## src/rtl/uart_tx_param.sv

```systemverilog
// uart_tx_param: parametrised UART transmitter (serializer, parity generator and frame FSM in one block)
// Ports: clk (bit-rate clock), RST (async active-high reset), P_DATA/Data_Valid/DATA_READY (payload handshake),
//        PAR_EN/PAR_TYP/STOP_2 (frame config, sampled on acceptance), TX_OUT (registered serial line), busy (frame in progress).
// Define UART_TX_HOLD_REG_EN to add a 1-entry holding register for back-to-back frames.
module uart_tx_param #(
  parameter int DATA_WIDTH = 8,
  parameter bit IDLE_LEVEL = 1'b1
) (
  input  logic                  clk,
  input  logic                  RST,
  input  logic [DATA_WIDTH-1:0] P_DATA,
  input  logic                  Data_Valid,
  input  logic                  PAR_EN,
  input  logic                  PAR_TYP,
  input  logic                  STOP_2,
  output logic                  DATA_READY,
  output logic                  TX_OUT,
  output logic                  busy
);
  localparam int CW = $clog2(DATA_WIDTH);
  localparam logic [2:0] IDLE = 3'b000, START = 3'b001, DATA = 3'b011, PARITY = 3'b010, STOP1 = 3'b110, STOP2 = 3'b111;
  logic [2:0] state, nxt;
  logic [DATA_WIDTH-1:0] sr, ld_data;
  logic [CW-1:0] cnt;
  logic pen_q, par_q, stop2_q, tx_nxt, accept, last_bit, last_stop, load, ld_pen, ld_par, ld_stop2;
  assign busy = state != IDLE;
  assign accept = Data_Valid & DATA_READY;
  assign last_bit = state == DATA && cnt == CW'(DATA_WIDTH - 1);
  assign last_stop = (state == STOP1 && !stop2_q) || state == STOP2;
`ifdef UART_TX_HOLD_REG_EN
  logic hold_full, hold_pen, hold_par, hold_stop2;
  logic [DATA_WIDTH-1:0] hold_data;
  assign DATA_READY = ~hold_full;
  // a held payload starts as soon as the line is free: from IDLE or straight out of the last stop bit
  assign load = hold_full ? (!busy || last_stop) : (accept && !busy);
  assign ld_data = hold_full ? hold_data : P_DATA;
  assign ld_pen = hold_full ? hold_pen : PAR_EN;
  assign ld_par = hold_full ? hold_par : ^P_DATA ^ PAR_TYP;
  assign ld_stop2 = hold_full ? hold_stop2 : STOP_2;
  always_ff @(posedge clk or posedge RST)
    if (RST) begin
      hold_full <= 1'b0;
      hold_data <= '0;
      hold_pen <= 1'b0;
      hold_par <= 1'b0;
      hold_stop2 <= 1'b0;
    end else if (accept && busy) begin
      hold_full <= 1'b1;
      hold_data <= P_DATA;
      hold_pen <= PAR_EN;
      hold_par <= ^P_DATA ^ PAR_TYP;
      hold_stop2 <= STOP_2;
    end else if (load && hold_full) hold_full <= 1'b0;
`else
  assign DATA_READY = ~busy;
  assign load = accept;
  assign ld_data = P_DATA;
  assign ld_pen = PAR_EN;
  assign ld_par = ^P_DATA ^ PAR_TYP;
  assign ld_stop2 = STOP_2;
`endif
  always_ff @(posedge clk or posedge RST)
    if (RST) begin
      state <= IDLE;
      TX_OUT <= IDLE_LEVEL;
    end else begin
      state <= nxt;
      TX_OUT <= tx_nxt;
    end
  always_comb begin
    nxt = IDLE;
    case (state)
      IDLE:    nxt = load ? START : IDLE;
      START:   nxt = DATA;
      DATA:    nxt = !last_bit ? DATA : pen_q ? PARITY : STOP1;
      PARITY:  nxt = STOP1;
      STOP1:   nxt = stop2_q ? STOP2 : load ? START : IDLE;
      STOP2:   nxt = load ? START : IDLE;
      default: nxt = IDLE;
    endcase
  end
  // line value for the cycle after this edge; sr[0] is the next data bit since sr shifts on the same edge
  always_comb tx_nxt = nxt == START ? ~IDLE_LEVEL : nxt == DATA ? sr[0] : nxt == PARITY ? par_q : IDLE_LEVEL;
  always_ff @(posedge clk or posedge RST)
    if (RST) begin
      sr <= '0;
      cnt <= '0;
      pen_q <= 1'b0;
      par_q <= 1'b0;
      stop2_q <= 1'b0;
    end else begin
      cnt <= state == DATA ? cnt + 1'b1 : '0;
      if (load) begin
        sr <= ld_data;
        pen_q <= ld_pen;
        par_q <= ld_par;
        stop2_q <= ld_stop2;
      end else if (nxt == DATA) sr <= sr >> 1;
    end
endmodule

```

## config.mk

```make
export PLATFORM = sky130hd
export DESIGN_NAME = uart_tx_param
export DESIGN_NICKNAME = d
export VERILOG_FILES = /design/src/rtl/uart_tx_param.sv
export SDC_FILE = /design/constraint.sdc
export NUM_CORES = 1
export LEC_CHECK = 0
export CAP_MARGIN = 20
export CORE_MARGIN = 3
export CORE_UTILIZATION = 54
export CTS_CLUSTER_DIAMETER = 100
export CTS_CLUSTER_SIZE = 30
export DETAILED_ROUTE_END_ITERATION = 7
export PLACE_DENSITY = 0.84
export SLEW_MARGIN = 20
export SYNTH_ARGS = -nofsm -noshare
export SYNTH_HDL_FRONTEND = slang
export SYNTH_SLANG_ARGS = --single-unit
```

## constraint.sdc

```tcl
create_clock -name clk -period 2.61 [get_ports clk]
set_input_delay 0.522 -clock clk [delete_from_list [all_inputs] [get_ports clk]]
set_output_delay 0.522 -clock clk [all_outputs]
set_load 0.1 [all_outputs]
```

# Word level (Yosys, flattened, before mapping)
# Index checks and enable logic that the tools add are counted.
[op_classes] n_addsub=1 n_eq_ne=9 muxes=11 bitwise=3 reduce_logical=6
[op_table] op="$mux W8" count=2
[op_table] op="$pmux W3 S5" count=1
[op_table] op="$eq A3 B2 Y1 const B" count=4
[op_table] op="$mux W3" count=4
[op_table] op="$eq A3 B3 Y1 const B" count=3
[op_table] op="$reduce_xor A8 Y1" count=1
[op_table] op="$eq A3 B1 Y1 const B" count=2
[op_table] op="$mux W1" count=4
[op_table] op="$add A3 B1 Y3 const B" count=1
[op_table] op="$logic_not A3 Y1" count=1
[op_table] op="$reduce_bool A3 Y1" count=1
[op_table] op="$reduce_bool A2 Y1" count=1
[op_table] op="$reduce_or A2 Y1" count=1
[op_table] op="$and A1 B1 Y1" count=1
[op_table] op="$logic_and A1 B1 Y1" count=1
[op_table] op="$not A1 Y1" count=1
[op_table] op="$xor A1 B1 Y1" count=1
[totals] regBits=18 in_bits=14 elab_cells=37

# Depth between registers and ports, before layout
[logic_depth] depth_word=10 mapped_depth=7

# Least setup slack after synthesis
# Ideal clock, no wire load.
[synth_path] kind="register -> output" start="register state[2]" end="output busy" arrival_ns=2.680 setup_slack_ns=-0.592 stages_incl_launch_ff=4 cell_sequence="dfrtp_1 buf_6 nor3_2 inv_1"
[synth_via] elab_chain_cells=1
[synth_lines] item="from (decl)" line="22" rtl="logic [2:0] state, nxt;"
[synth_lines] item="from (signal assigned)" line="67" rtl="state <= nxt;"
[synth_lines] item="$reduce_bool A3 Y1" line="26" rtl="assign busy = state != IDLE;"
[synth_lines] item="to (decl)" line="18" rtl="output logic busy"
# Every way passes these cells.

# Worst setup path after layout
[layout_path] start="register state[2]" end="output DATA_READY"
[layout_via] elab_chain_cells=2
[layout_lines] item="$reduce_bool A3 Y1" line="26"
[layout_lines] item="$not A1 Y1" line="55" rtl="assign DATA_READY = ~busy;"
[layout_lines] item="to (decl)" line="16" rtl="output logic DATA_READY,"
# Every way passes these cells.

==> results.ini <==
[setup_path]
crit_fanout = 7
critPathKind = register to output pin
start_kind = register
rr_startpoint = cnt[0]$_DFF_PP0_
timing.rr.end = TX_OUT$_DFF_PP1_
cp-end-kind = output pin
reg2regPathDepth = 6
worst-r2r-setup-slack_ns = 0.78
crit_required_ns = 2.09
worstPathArrival_ns = 1.37
cp-endpoint = DATA_READY
critPathLaunch = state[2]$_DFF_PP0_

[route]
first_pass_iters = 3
dr_wl_met2_um = 797
drc = 0
vias_per_cell = 5.44
vias = 691
postRouteAntennaNets = 0
drtIter0Drc = 12
highest_layer = met4
wl_per_cell_um = 13.0
wl_met1_um = 768
dr_wl_met3_um = 58
drt_wl_total_um = 1660

[logic_synthesis]
synth-seq-cells = 18
syn_inst = 93
ys_warn_count = 0
synth_cell_types = 29
avgSynthCellArea_um2 = 9.98
syn-cell-area_um2 = 928
yosysSeqAreaShare_pct = 48.7
syn_nets = 109
synth_top_area_cell = dfrtp_1
synth_most_common_cell = nand2_1
yosys-top-cells-area = dfrtp_1 46%, nand2_1 8.9%, a31oi_1 4.7%
synth_edf_count = 0
synthTopCellsByCount = 22 x nand2_1, 17 x dfrtp_1, 8 x nor2_1, 7 x a31oi_1
synthFlopType = dfrtp_1
synthArstFlopShare_pct = 100
yosysTopAreaCellShare_pct = 45.8

[timing]
setup_slack_ns = 0.720
tightest_slew_ns = 0.665
slew_violations = 0
fin_crit_sh_pct = 72.4
max_freq_mhz = 529
grt_setup_unrepaired = no
whs_ns = 0.447
slew_headroom_pct = 55.6
hold_viol_final = 0
setup_viol = 0
fin_crit_ns = 1.89
tns_ns = 0
skew_ns = 0.00512

[cts]
cts_made_buffers = 3
clock_latency_ns = 0.30
cts-hold-fix-buffers = 0
path_clk_slew_ns = 0.10
tritoncts = yes
ctsResizeCount = 0
post_cts_buffers = 0
cts_max_level = 1
clock_sinks = 18
ctsLongestPathBuffers = 2
cts_root_buf = clkbuf_4

[floorplan]
core_area_mm2 = 0.00156
die_h_um = 47.5
die_area_mm2 = 0.00225
io_pins = 17
start_util_pct = 59.6
dieWidth_um = 47.5
rows = 14

[final_layout]
final_util_pct = 72.1
final_cells = 127
nFillCells = 118
nets = 128
antenna_cells = 0
stdcell_area_mm2 = 0.00112
area_delta_synth_final_pct = 21.0
drive_gt1_share_pct = 16.2

[power]
p_total_mw = 1.32
ir_worst_vdd_mv = 0.634
p_per_area_mw_per_mm2 = 1180
p_leak_nw = 0.508

[grt]
grt_pass1_wl_um = 2750
grt_pass1_vias = 634
antenna_found_initial = 0
grt_util_all_layers_pct = 18.6
grt-ovfl-total = 0
grt_max_degree = 20

[worst_hold_path]
hold_path_class = register to register
hold_depth = 1

[place]
dp_slack_ns = 0.491
place_inst = 123
gp_congestion = 0.717
io_buffers = 16
place_area_mm2 = 0.00109
dpl.hpwl_um = 1220

[status]
outcome = complete, no violations

[flow_run]
drv_cap = 0

-- layout make-up --
cell class / instances / area [um^2] / share of cell area (%)
clock buffers: 4 / 36.3 / 3.23
inverters: 5 / 18.8 / 1.67
multi-input cells: 67 / 437 / 38.9
flip-flops and latches: 18 / 452 / 40.2
well taps: 16 / 20.0 / 1.78
repair buffers: 17 / 160 / 14.3
-- flip-flops by register name (all words and copies together), names as in the netlist --
name	count
pen_q	1
sr	8
par_q	1
stop2_q	1
cnt	3
TX_OUT	1
state	3
-- worst min-delay path by stage --
stage,slack (ns),endpoint,from
after floorplan,0.41,cnt[0]$_DFF_PP0_,cnt[0]$_DFF_PP0_
after global placement,0.43,cnt[0]$_DFF_PP0_,cnt[0]$_DFF_PP0_
after global routing,0.47,cnt[0]$_DFF_PP0_,cnt[0]$_DFF_PP0_
after detailed placement,0.43,cnt[0]$_DFF_PP0_,cnt[0]$_DFF_PP0_
final,0.45,cnt[0]$_DFF_PP0_,cnt[0]$_DFF_PP0_
after CTS,0.45,cnt[0]$_DFF_PP0_,cnt[0]$_DFF_PP0_
-- routing by layer --
metal | up-vias | GRT usage, %
li1 | 344 | -
met1 | 331 | 23.6
met2 | 12 | 27.0
met3 | 4 | 3.76
met4 | 0 | 16.0
met5 | - | 0
-- where the power goes --
part / leakage [nW] / switching (mW) / total (mW) / internal (mW)
registers: 0.215 / 0.102 / 0.509 / 0.407
clock network: 0.0210 / 0.0902 / 0.175 / 0.0851
logic: 0.272 / 0.395 / 0.636 / 0.241
-- placed cells by master (no fill, tap or decap), drive strengths merged, types with 2 or more instances in the layout --
master,instances
nand2,22
xnor2,5
clkbuf,4
clkdlybuf4s50,13
nor2b,2
buf,4
inv,5
nand2b,2
nor3,2
and2,3
ha,2
a21oi,2
a31oi,7
o21ai,2
nor2,8
dfrtp,17
-- critical path, stage by stage, from the launching register on --
cell	delay [ns]
dfrtp_1	0.49
nor3_4	0.25
buf_4	0.32
-- cell families after synthesis --
logic type / synth area share, %
and+or+nand+nor: 21.6
buffers and inverters: 4.99
DFF: 48.7
muxes: 1.21
xor gates and xnor gates: 8.09
adders and majority gates: 2.69
AOI/OAI and AO/OA: 12.8
Note: power is estimated with default switching activity, not from simulation.
